--- config.mk ---
export PLATFORM = sky130hd
export DESIGN_NAME = pc_jump_sequencer
export DESIGN_NICKNAME = d
export VERILOG_FILES = /design/src/rtl/pc_jump_sequencer.sv
export SDC_FILE = /design/constraint.sdc
export NUM_CORES = 1
export LEC_CHECK = 0
export ABC_AREA = 1
export BUFFER_PORTS_ARGS = -buffer_cell sky130_fd_sc_hd__buf_2
export CAP_MARGIN = 30
export CORE_MARGIN = 5
export CORE_UTILIZATION = 60
export DETAILED_ROUTE_END_ITERATION = 8
export PLACE_DENSITY = 0.85
export RECOVER_POWER = 50
export SYNTH_ARGS = -nofsm -noshare
export SYNTH_HDL_FRONTEND = slang
export SYNTH_SLANG_ARGS = --single-unit
--- constraint.sdc ---
create_clock -name i_Clk -period 4.6 [get_ports i_Clk]
set_clock_uncertainty 0.05 [all_clocks]
set_input_delay 0.46 -clock i_Clk [delete_from_list [all_inputs] [get_ports i_Clk]]
set_output_delay 0.46 -clock i_Clk [all_outputs]
set_load 0.02 [all_outputs]
--- src/rtl/pc_jump_sequencer.sv ---
// PC control sequencer: resolves SEQ/JMP/JZ/CALL/RET/HALT into PC control codes,
// keeps a return-address stack and inserts one flush cycle after every taken transfer.
module pc_jump_sequencer #(
  parameter int ADDR_W      = 8,
  parameter int STACK_DEPTH = 4,
  parameter int DEPTH_W     = 3
) (
  input  logic              i_Clk,
  input  logic              i_Rst_n,
  input  logic              i_Start,
  input  logic              i_Instr_Valid,
  input  logic [2:0]        i_Op,
  input  logic              i_Flag_Z,
  input  logic [ADDR_W-1:0] i_Target,
  input  logic [ADDR_W-1:0] i_Pc_Actual,
  output logic              o_Control_PC,
  output logic [1:0]        o_Control_Saltos,
  output logic [ADDR_W-1:0] o_Direccion_Salto,
  output logic              o_Flush,
  output logic              o_Halted,
  output logic              o_Stack_Overflow,
  output logic              o_Stack_Underflow,
  output logic [DEPTH_W-1:0] o_Depth
);

  localparam int IDX_W = (STACK_DEPTH > 1) ? $clog2(STACK_DEPTH) : 1;
  localparam logic [DEPTH_W-1:0] DEPTH_FULL = DEPTH_W'(STACK_DEPTH);

  localparam logic [2:0] OP_SEQ  = 3'b000;
  localparam logic [2:0] OP_JMP  = 3'b001;
  localparam logic [2:0] OP_JZ   = 3'b010;
  localparam logic [2:0] OP_CALL = 3'b011;
  localparam logic [2:0] OP_RET  = 3'b100;
  localparam logic [2:0] OP_HALT = 3'b101;

  localparam logic [1:0] SALTOS_INC  = 2'b00;
  localparam logic [1:0] SALTOS_LOAD = 2'b01;
  localparam logic [1:0] SALTOS_HOLD = 2'b11;

  typedef enum logic [2:0] {
    S_IDLE  = 3'd0,
    S_RUN   = 3'd1,
    S_FLUSH = 3'd2,
    S_HALT  = 3'd3,
    S_FAULT = 3'd4
  } state_t;

  state_t            r_State;
  state_t            w_NextState;
  logic [ADDR_W-1:0] r_Stack [STACK_DEPTH];
  logic [DEPTH_W-1:0] r_Depth;
  logic              r_Overflow;
  logic              r_Underflow;

  logic              w_Push;
  logic              w_Pop;
  logic              w_SetOverflow;
  logic              w_SetUnderflow;
  logic [IDX_W-1:0]  w_PushIdx;
  logic [IDX_W-1:0]  w_TopIdx;
  logic [ADDR_W-1:0] w_RetAddr;
  logic [ADDR_W-1:0] w_TopAddr;
  logic              w_StackFull;
  logic              w_StackEmpty;

  // Push slot is the current occupancy; the top entry sits one below it.
  assign w_PushIdx    = r_Depth[IDX_W-1:0];
  assign w_TopIdx     = w_PushIdx - IDX_W'(1);
  assign w_TopAddr    = r_Stack[w_TopIdx];
  assign w_RetAddr    = i_Pc_Actual + ADDR_W'(1);
  assign w_StackFull  = (r_Depth >= DEPTH_FULL);
  assign w_StackEmpty = (r_Depth == '0);

  always_ff @(posedge i_Clk or negedge i_Rst_n) begin
    if (!i_Rst_n) begin
      r_State <= S_IDLE;
    end else begin
      r_State <= w_NextState;
    end
  end

  always_comb begin
    w_NextState       = r_State;
    o_Control_PC      = 1'b0;
    o_Control_Saltos  = SALTOS_HOLD;
    o_Direccion_Salto = '0;
    o_Flush           = 1'b0;
    o_Halted          = 1'b0;
    w_Push            = 1'b0;
    w_Pop             = 1'b0;
    w_SetOverflow     = 1'b0;
    w_SetUnderflow    = 1'b0;

    case (r_State)
      S_IDLE: begin
        if (i_Start) begin
          w_NextState = S_RUN;
        end
      end

      S_RUN: begin
        if (i_Instr_Valid) begin
          case (i_Op)
            OP_JMP: begin
              o_Control_Saltos  = SALTOS_LOAD;
              o_Direccion_Salto = i_Target;
              w_NextState       = S_FLUSH;
            end
            OP_JZ: begin
              if (i_Flag_Z) begin
                o_Control_Saltos  = SALTOS_LOAD;
                o_Direccion_Salto = i_Target;
                w_NextState       = S_FLUSH;
              end else begin
                o_Control_PC     = 1'b1;
                o_Control_Saltos = SALTOS_INC;
              end
            end
            OP_CALL: begin
              if (!w_StackFull) begin
                w_Push            = 1'b1;
                o_Control_Saltos  = SALTOS_LOAD;
                o_Direccion_Salto = i_Target;
                w_NextState       = S_FLUSH;
              end else begin
                w_SetOverflow = 1'b1;
                w_NextState   = S_FAULT;
              end
            end
            OP_RET: begin
              if (!w_StackEmpty) begin
                w_Pop             = 1'b1;
                o_Control_Saltos  = SALTOS_LOAD;
                o_Direccion_Salto = w_TopAddr;
                w_NextState       = S_FLUSH;
              end else begin
                w_SetUnderflow = 1'b1;
                w_NextState    = S_FAULT;
              end
            end
            OP_HALT: begin
              w_NextState = S_HALT;
            end
            default: begin
              // SEQ and the unused 11x codes both advance the PC by one.
              o_Control_PC     = 1'b1;
              o_Control_Saltos = SALTOS_INC;
            end
          endcase
        end
      end

      S_FLUSH: begin
        o_Flush     = 1'b1;
        w_NextState = S_RUN;
      end

      S_HALT: begin
        o_Halted = 1'b1;
      end

      S_FAULT: begin
        w_NextState = S_FAULT;
      end

      default: begin
        w_NextState = S_IDLE;
      end
    endcase
  end

  always_ff @(posedge i_Clk or negedge i_Rst_n) begin
    if (!i_Rst_n) begin
      r_Depth <= '0;
      for (int i = 0; i < STACK_DEPTH; i++) begin
        r_Stack[i] <= '0;
      end
    end else if (w_Push) begin
      r_Stack[w_PushIdx] <= w_RetAddr;
      r_Depth            <= r_Depth + DEPTH_W'(1);
    end else if (w_Pop) begin
      r_Depth <= r_Depth - DEPTH_W'(1);
    end
  end

  // Fault flags stay set until reset so software can inspect the cause.
  always_ff @(posedge i_Clk or negedge i_Rst_n) begin
    if (!i_Rst_n) begin
      r_Overflow  <= 1'b0;
      r_Underflow <= 1'b0;
    end else begin
      if (w_SetOverflow) begin
        r_Overflow <= 1'b1;
      end
      if (w_SetUnderflow) begin
        r_Underflow <= 1'b1;
      end
    end
  end

  assign o_Stack_Overflow  = r_Overflow;
  assign o_Stack_Underflow = r_Underflow;
  assign o_Depth           = r_Depth;

endmodule

==> flow_summary.json, run 1 <==
{
  "synth_xor_area_share_pct": 2.541,
  "design.core.area_um2": 3943,
  "power_density_nw_per_um2": 232.7,
  "status": "finished with violations",
  "clk_pin_slew_ns": 0.07,
  "grt_pass1_wl_um": 9873,
  "finalPower_uw": 623.6,
  "rows": 23,
  "slew-limit-headroom_pct": -44.11,
  "final-seq-area_um2": 1001,
  "holdCritPathClass": "primary input to flip-flop",
  "synthMuxAreaShare_pct": 0,
  "avgViaCountPerCell": 5.397,
  "nNetsFinal": 399,
  "cts_tree": "done",
  "cts_buffer_depth": 2,
  "cp.required_ns": 4.09,
  "final_util_pct": 67.98,
  "final_common_cell": "nand2_1",
  "route.detailed.drc": 0,
  "boundaryPins": 42,
  "cts_hold_buf": 0,
  "synth-compound-area-share_pct": 12.50,
  "track_usage_pct": 23.84,
  "dieArea_um2": 5388,
  "syn_to_final_growth_pct": 11.10,
  "rsz0062_at_grt": "false",
  "ir_drop_uv": 223.6,
  "drt_iter0_markers": 130,
  "htreeDepth": 2,
  "netlist_instances": 327,
  "final_cell_mix": "nand2_1, dfrtp_1, buf_2, inv_1, nand3_1",
  "initial_core_util_pct": 61.19,
  "die_w_um": 73.41,
  "synthSimpleGateAreaFrac_pct": 31.59,
  "antenna_found_initial": 0,
  "multi_input_area_um2": 1195,
  "critPathMaxFanout": 21,
  "numClockSinks": 40,
  "clock.fmax_mhz": 272.7,
  "leakage_uw": 0.001380,
  "numCtsBuffers": 5,
  "nFillCells": 359,
  "ant_nets": 0,
  "synth_fa_ha_area_share_pct": 3.942,
  "yosysSeqAreaShare_pct": 41.49,
  "synth_area_per_cell_um2": 7.377,
  "clk_latency_ns": 0.29,
  "port_buffers": 41,
  "syn-cell-area_um2": 2412,
  "ctsRootBufferMaster": "clkbuf_8",
  "ys.flop_type": "dfrtp_1",
  "grt_pass1_vias": 2200,
  "tns_ns": 0,
  "grt-ovfl-total": 0,
  "hpwl_um": 4371,
  "crit_path_end_kind": "primary output",
  "setup_viol": 0,
  "gp_congestion": 0.9090,
  "path_class": "flip-flop to primary output",
  "finalMaxSlewViolations": 41,
  "fin_crit_sh_pct": 79.72,
  "yosysUniqueCellTypes": 30,
  "antenna_cells": 0,
  "ys_ff_latch": 40,
  "grt_max_degree": 41,
  "postPlaceCellArea_um2": 2634,
  "fin_area_um2": 2680,
  "worstPathArrival_ns": 3.16,
  "post_cts_buffers": 0,
  "cp-start-kind": "flip-flop",
  "synth_top_family_by_area": "simple AND/OR/NAND/NOR gates",
  "tightest_slew_ns": 2.162,
  "async_reset_ff_share_pct": 100.0,
  "fp.dieH_um": 73.41,
  "cts_resized": 0,
  "wl_per_cell_um": 13.91,
  "failed_checks": "capacitance limit, slew limit",
  "hold_viol": 0,
  "yosysWarnings": 0,
  "drt-pass1-iter-count": 5,
  "post-route-min-period_ns": 3.667,
  "drive_above_1_share_pct": 15.22,
  "syn-num-nets": 358,
  "routed_wl_um": 5816,
  "max_cap_violations": 1,
  "vias": 2256,
  "synth-edff-count": 0
}
-- path summary, 6_finish.rpt --
path,slack [ns],endpoint,from,cells past startpoint
max,0.93,o_Direccion_Salto[2],o_Depth[0],7
min,0.42,r_Stack[24],i_Pc_Actual[0],2
max reg2reg,1.92,o_Depth[2],o_Depth[0],8
min reg2reg,0.44,r_Stack[29],r_Stack[29],2
max in group asynchronous,2.52,r_Stack[23],i_Rst_n,1
min in group asynchronous,0.75,r_State[1],i_Rst_n,1
-- layout make-up --
type / count / area share [%]
inverters: 38 / 5.415
clock buffers: 6 / 2.708
well taps: 50 / 2.334
repair buffers: 41 / 7.423
flip-flops and latches: 40 / 37.35
multi-input cells: 242 / 44.58
clock inverters: 1 / 0.1867
-- state kept, by name, summed over array words and instances, names as in the netlist --
register / cells
o_Stack_Underflow: 1
o_Stack_Overflow: 1
r_State: 3
r_Stack: 32
o_Depth: 3
-- through the flow --
step	setup slack (ns)	cells	hold slack, ns
finish	0.9328	418	0.4221
global route	0.6193	418	0.4170
CTS	0.9342	418	0.2733
detailed placement	1.293	411	0.4161
global placement	1.392	411	0.4031
floorplan	1.683	327	0.1144
-- report_power, final --
part	switching (µW)	internal, µW	total, µW
registers	0	351	351
clock network	116	103	220
logic	37.0	15.6	52.6
total	153	470	624
-- critical path, stage by stage, from the launching register on --
cell      delay (ns)
dfrtp_1         0.75
clkinv_1        0.65
ha_1            0.83
a21oi_1         0.08
o21ai_0         0.11
nand3_1         0.11
a21oi_1         0.15
buf_2           0.18
-- cells in the mapped netlist, types with 4 or more instances --
master / n / area (µm²)
nor2_4: 4 / 45.04
a21oi_1: 18 / 90.09
o21ai_1: 7 / 35.03
ha_1: 6 / 75.07
nand3_1: 26 / 130.1
xor2_1: 6 / 52.55
inv_1: 34 / 127.6
nand2_1: 123 / 461.7
dfrtp_1: 40 / 1001
nor2_1: 15 / 56.30
o21ai_2: 6 / 52.55
o21ai_0: 15 / 75.07
-- routing by layer --
metal / vias to the layer above / share of wire [%] / GRT usage (%)
met2: 63 / 51 / 40.32
met4: 0 / 1.8 / 10.87
met3: 12 / 5.8 / 4.651
met5: - / 0 / 0
li1: 1126 / - / -
met1: 1055 / 42 / 29.34
-- kinds of logic after synthesis --
| kind of cell | Yosys count |
|---|---|
| compound gates | 52 |
| flops | 40 |
| buf+inv | 45 |
| simple gates | 176 |
| xor+xnor | 7 |
| fa+ha+maj | 7 |
Power figures use the tool's default switching activity.
==> inputs of run 2 (changes only) <==
--- a/config.mk
+++ b/config.mk
@@ -9,9 +9,9 @@
 export BUFFER_PORTS_ARGS = -buffer_cell sky130_fd_sc_hd__buf_2
 export CAP_MARGIN = 30
 export CORE_MARGIN = 5
-export CORE_UTILIZATION = 60
+export CORE_UTILIZATION = 56
 export DETAILED_ROUTE_END_ITERATION = 8
-export PLACE_DENSITY = 0.85
+export PLACE_DENSITY = 0.8
 export RECOVER_POWER = 50
 export SYNTH_ARGS = -nofsm -noshare
 export SYNTH_HDL_FRONTEND = slang
==> constraint.sdc (replaced) <==
create_clock -name i_Clk -period 3.6 [get_ports i_Clk]
set_clock_uncertainty 0.05 [all_clocks]
set_input_delay 0.36 -clock i_Clk [delete_from_list [all_inputs] [get_ports i_Clk]]
set_output_delay 0.36 -clock i_Clk [all_outputs]
set_load 0.02 [all_outputs]
==> flow_summary.json, run 2 (synthesis gave the netlist of run 1 again) <==
{
  "finalPower_uw": 884.6,
  "cp-start-kind": "flip-flop",
  "boundaryPins": 42,
  "htreeDepth": 2,
  "antenna_cells": 0,
  "routed_wl_um": 5678,
  "r2r_slack_ns": 1.50,
  "setup_viol": 0,
  "gp_congestion": 0.8764,
  "p_comb_share_pct": 7.6,
  "ant_nets": 0,
  "wl_per_cell_um": 13.52,
  "power_density_nw_per_um2": 324.0,
  "track_usage_pct": 22.15,
  "status": "finished with violations",
  "critical-path-top-delay-family": "flip-flops",
  "failed_checks": "capacitance limit, slew limit",
  "cts_hold_buf": 0,
  "max_cap_violations": 1,
  "reg2reg_depth": 8,
  "cts_resized": 0,
  "fin_cells": 420,
  "path_cells": "clkinv_1 > ha_1 > a21oi_1 > o21ai_0 > nand3_1 > a21oi_1 > buf_2",
  "slowest_delay_ns": 0.76,
  "drt_iter0_markers": 180,
  "p_switching_uw": 210.4,
  "cp_common_cell": "a21oi_1",
  "p_int_uw": 674.1,
  "r2r-start": "r_State[2]",
  "ctsRootBufferMaster": "clkbuf_8",
  "grt-ovfl-total": 0,
  "tns_ns": 0,
  "vias": 2217,
  "final_common_cell": "nand2_1",
  "nNetsFinal": 400,
  "ir_drop_uv": 266.6,
  "pwr-share-seq_pct": 50.7,
  "post_cts_buffers": 0,
  "grt_max_degree": 41,
  "avgViaCountPerCell": 5.279,
  "final_cell_mix": "nand2_1, dfrtp_1, buf_2, inv_1, nand3_1",
  "holdPathEnd": "r_Stack[24]",
  "nFillCells": 379,
  "drive_above_1_share_pct": 16.22,
  "holdCritPathClass": "primary input to flip-flop",
  "fin_crit_sh_pct": 82.21,
  "slowest_stage": "dfrtp_1",
  "worstPathArrival_ns": 2.55,
  "finalMaxSlewViolations": 41,
  "cp.required_ns": 3.19,
  "port_buffers": 41,
  "route.detailed.drc": 0,
  "die_w_um": 75.64,
  "whs_path_depth": 2,
  "drt-pass1-iter-count": 4,
  "clock.fmax_mhz": 337.9,
  "syn_to_final_growth_pct": 13.17,
  "critPathMaxFanout": 21,
  "slew-limit-headroom_pct": -40.10,
  "leakage_uw": 0.001406,
  "hold_viol": 0,
  "hpwl_um": 4136,
  "rows": 23,
  "hold_start": "i_Pc_Actual[0]",
  "post-route-min-period_ns": 2.960,
  "crit_path_end_kind": "primary output",
  "clk_latency_ns": 0.30,
  "largest_reg_flops": 32,
  "cts_buffer_depth": 2,
  "antenna_found_initial": 0,
  "grt_pass1_wl_um": 9480,
  "numCtsBuffers": 5,
  "critPathBufInv": 2,
  "place_inst": 412,
  "clk_pin_slew_ns": 0.08,
  "p_sw_share_pct": 23.79,
  "initial_core_util_pct": 59.03,
  "reg2reg_to": "r_Stack[22]",
  "fp.dieH_um": 75.64,
  "grt_pass1_vias": 2051,
  "numClockSinks": 40,
  "design.core.area_um2": 4086,
  "tightest_slew_ns": 2.101,
  "p_clk_share_pct": 41.7,
  "rsz0062_at_grt": "false",
  "dieArea_um2": 5721,
  "cts_tree": "done",
  "top_register": "r_Stack",
  "path_class": "flip-flop to primary output"
}
-- run 2: layout make-up --
class,count,area [µm²],area share [%]
clock inverter,3,42.54,1.558
multi-input combinational,242,1205,44.13
timing repair buffer,42,205.2,7.516
inverter,38,145.1,5.316
tap,50,62.56,2.291
sequential,40,1001,36.66
clock buffer,5,68.82,2.521
-- run 2: per-layer routing --
layer | track usage, % | vias to the layer above | routed length (µm)
met3 | 4.485 | 9 | 337
li1 | - | 1117 | -
met2 | 36.05 | 69 | 2701
met5 | 0 | - | 0
met1 | 29.98 | 1022 | 2554
met4 | 6.602 | 0 | 85
-- run 2: power groups by stage --
| stage | clock network, µW | logic, µW | registers, µW |
|---|---|---|---|
| 3_5_place_dp | 0 | 67.5 | 458 |
| 2_1_floorplan | 0 | 30.9 | 458 |
| 6_report | 368 | 67.2 | 449 |
| 3_3_place_gp | 0 | 65.6 | 458 |
| 5_1_grt | 393 | 76.4 | 449 |
| 4_1_cts | 375 | 67.9 | 449 |
-- run 2: worst max path at each step --
stage                      endpoint  slack (ns)  cells past startpoint        from
2_1_floorplan  o_Direccion_Salto[5]        0.78                     10  o_Depth[0]
6_report       o_Direccion_Salto[4]        0.64                      7  o_Depth[0]
5_1_grt        o_Direccion_Salto[4]        0.38                      7  o_Depth[0]
4_1_cts        o_Direccion_Salto[4]        0.63                      7  o_Depth[0]
3_5_place_dp   o_Direccion_Salto[4]        0.99                      7  o_Depth[0]
3_3_place_gp   o_Direccion_Salto[4]        1.05                      7  o_Depth[0]
-- run 2: metrics by stage --
stage / worst slack [ns] / cell area (µm²) / util [%] / hold WS, ns
5_1_grt: 0.3836 / 2730 / 66.81 / 0.2981
3_3_place_gp: 1.051 / 2641 / 64.64 / 0.4142
2_1_floorplan: 0.7829 / 2412 / - / 0.01441
4_1_cts: 0.6296 / 2753 / 67.36 / 0.1543
3_5_place_dp: 0.9889 / 2641 / 64.64 / 0.4163
6_report: 0.6403 / 2730 / 66.81 / 0.2922
==> inputs of run 3 (changes only) <==
--- a/config.mk
+++ b/config.mk
@@ -5,13 +5,13 @@
 export SDC_FILE = /design/constraint.sdc
 export NUM_CORES = 1
 export LEC_CHECK = 0
-export ABC_AREA = 1
+export ABC_AREA = 0
 export BUFFER_PORTS_ARGS = -buffer_cell sky130_fd_sc_hd__buf_2
 export CAP_MARGIN = 30
 export CORE_MARGIN = 5
-export CORE_UTILIZATION = 56
+export CORE_UTILIZATION = 55
 export DETAILED_ROUTE_END_ITERATION = 8
-export PLACE_DENSITY = 0.8
+export PLACE_DENSITY = 0.79
 export RECOVER_POWER = 50
 export SYNTH_ARGS = -nofsm -noshare
 export SYNTH_HDL_FRONTEND = slang
==> constraint.sdc (replaced) <==
create_clock -name i_Clk -period 3.02 [get_ports i_Clk]
set_clock_uncertainty 0.05 [all_clocks]
set_input_delay 0.302 -clock i_Clk [delete_from_list [all_inputs] [get_ports i_Clk]]
set_output_delay 0.302 -clock i_Clk [all_outputs]
set_load 0.02 [all_outputs]
==> flow_summary.json, run 3 <==
{
  "grt_max_degree": 41,
  "post_cts_buffers": 0,
  "holdCritPathClass": "primary input to flip-flop",
  "antenna_found_initial": 0,
  "p_sw_share_pct": 34.25,
  "worstPathArrival_ns": 2.24,
  "slowest_delay_ns": 0.65,
  "syn-cell-area_um2": 2292,
  "grt_pass1_wl_um": 8086,
  "design.core.area_um2": 4029,
  "synth_area_per_cell_um2": 10.66,
  "cp-start-kind": "flip-flop",
  "reg2reg_to": "r_Stack[25]",
  "nNetsFinal": 284,
  "die_w_um": 74.56,
  "clk_pin_slew_ns": 0.08,
  "cts_tree": "done",
  "p_clk_share_pct": 27.2,
  "r2r_slack_ns": 0.81,
  "hold_viol": 0,
  "clock.fmax_mhz": 385.7,
  "ir_drop_uv": 383.5,
  "fin_area_um2": 2600,
  "finalMaxSlewViolations": 41,
  "cp.required_ns": 2.67,
  "p_switching_uw": 550.8,
  "cts_hold_buf": 0,
  "final_common_cell": "dfrtp_1",
  "hold_start": "i_Pc_Actual[0]",
  "critPathMaxFanout": 15,
  "boundaryPins": 42,
  "slew-limit-headroom_pct": -42.57,
  "yosys-top-cells-area": "dfrtp_1, mux4_2, o21ai_0",
  "drt-pass1-iter-count": 4,
  "max_cap_violations": 1,
  "routed_wl_um": 4992,
  "top_register": "r_Stack",
  "rows": 23,
  "synth.most_common_cell": "dfrtp_1",
  "antenna_cells": 0,
  "port_buffers": 41,
  "grt-ovfl-total": 0,
  "numClockSinks": 40,
  "grt_pass1_vias": 1633,
  "cts_buffer_depth": 2,
  "crit_path_end_kind": "primary output",
  "clk_latency_ns": 0.30,
  "drt_iter0_markers": 93,
  "synth_top_area_cell": "dfrtp_1",
  "synth_top_area_share_pct": 43.67,
  "ys.flop_type": "dfrtp_1",
  "yosysSeqAreaShare_pct": 43.67,
  "rsz0062_at_grt": "false",
  "avgViaCountPerCell": 5.819,
  "netlist_instances": 215,
  "status": "finished with violations",
  "gp_congestion": 0.8063,
  "p_comb_share_pct": 33.0,
  "cts_resized": 0,
  "whs_path_depth": 2,
  "path_class": "flip-flop to primary output",
  "initial_core_util_pct": 56.89,
  "ctsRootBufferMaster": "clkbuf_8",
  "failed_checks": "capacitance limit, slew limit",
  "reg2reg_depth": 3,
  "fp.dieH_um": 74.56,
  "syn-num-nets": 246,
  "numCtsBuffers": 5,
  "async_reset_ff_share_pct": 100.0,
  "post-route-min-period_ns": 2.593,
  "drive_above_1_share_pct": 29.53,
  "nFillCells": 336,
  "leakage_uw": 0.001168,
  "synth-edff-count": 0,
  "postPlaceCellArea_um2": 2501,
  "r2r-start": "r_State[1]",
  "slowest_stage": "and4bb_1",
  "synth_common_cells": "dfrtp_1, nand2_1, o21ai_0",
  "pwr-share-seq_pct": 39.8,
  "path_cells": "and4bb_1 > o21ai_1 > nor2_1 > buf_2",
  "syn_to_final_growth_pct": 13.43,
  "vias": 1769,
  "track_usage_pct": 19.64,
  "tightest_slew_ns": 2.139,
  "yosysUniqueCellTypes": 47,
  "final_cell_mix": "dfrtp_1, buf_2, nand2_1, o21ai_0, nor2_1",
  "tns_ns": 0,
  "dieArea_um2": 5558,
  "setup_viol": 0,
  "hpwl_um": 3481,
  "fin_crit_sh_pct": 85.86,
  "power_density_nw_per_um2": 618.6,
  "wl_per_cell_um": 16.42,
  "yosysWarnings": 0,
  "htreeDepth": 2,
  "ys_ff_latch": 40,
  "ant_nets": 0,
  "largest_reg_flops": 32,
  "route.detailed.drc": 0,
  "holdPathEnd": "r_Stack[24]",
  "p_int_uw": 1058
}
## run 3: worst max path at each step
stage                    start                   end  slack, ns  cells past startpoint
global placement    o_Depth[1]  o_Direccion_Salto[6]       0.84                      6
CTS                 o_Depth[1]  o_Direccion_Salto[4]       0.49                      6
detailed placement  o_Depth[1]  o_Direccion_Salto[6]       0.81                      6
floorplan           o_Depth[0]  o_Direccion_Salto[6]       0.53                      7
finish              r_State[1]  o_Direccion_Salto[0]       0.43                      4
global route        r_State[1]  o_Direccion_Salto[0]       0.31                      4
## run 3: area by class of cell
class / instances / area [µm²] / area share [%]
Clock inverter: 3 / 42.54 / 1.636
Timing Repair Buffer: 43 / 211.5 / 8.133
Clock buffer: 5 / 68.82 / 2.647
Multi-Input combinational cell: 158 / 1195 / 45.96
Inverter: 5 / 18.77 / 0.7218
Tap cell: 50 / 62.56 / 2.406
Sequential cell: 40 / 1001 / 38.50
## run 3: per-stage QoR
stage / total power, µW / setup slack [ns] / hold slack, ns / instances / util (%)
after global placement: 1179 / 0.8397 / 0.3886 / 296 / 62.08
final: 1608 / 0.4271 / 0.2434 / 304 / 64.53
after global routing: 1693 / 0.3051 / 0.2586 / 304 / 64.53
after detailed placement: 1189 / 0.8089 / 0.3959 / 296 / 62.08
after CTS: 1627 / 0.4863 / 0.1063 / 304 / 64.84
after floorplan: 1032 / 0.5317 / -0.04359 / 215 / -
## run 3: routing by layer
metal	share of wire [%]	vias to the layer above	global-route usage, %
met5	0	-	0
met4	2.3	0	9.091
met3	5.7	10	4.054
met2	48	53	30.34
met1	44	858	26.67
li1	-	848	-
## run 3: logic make-up (layout without fill, tap and decap cells)
family	count (synthesis)	in the layout	synth area share, %
DFF	40	40	43.67
AOI/OAI and AO/OA	55	55	15.61
and+or+nand+nor	71	71	16.98
muxes	18	18	12.88
buffers and inverters	17	56	4.039
xor gates and xnor gates	7	7	2.675
adders and majority gates	7	7	4.148
## run 3: power by group through the flow
stage / combinational (µW) / clock [µW] / sequential [µW]
global route: 579 / 464 / 650
detailed placement: 539 / 0 / 650
CTS: 547 / 442 / 638
floorplan: 361 / 0 / 671
global placement: 533 / 0 / 646
finish: 530 / 438 / 640
## run 3: worst max-delay path: cells and delay by family, from the launching register on
| family | cells | cell delay, ns |
|---|---|---|
| compound gates | 1 | 0.43 |
| flops | 1 | 0.44 |
| simple gates | 2 | 0.88 |
| buf+inv | 1 | 0.19 |
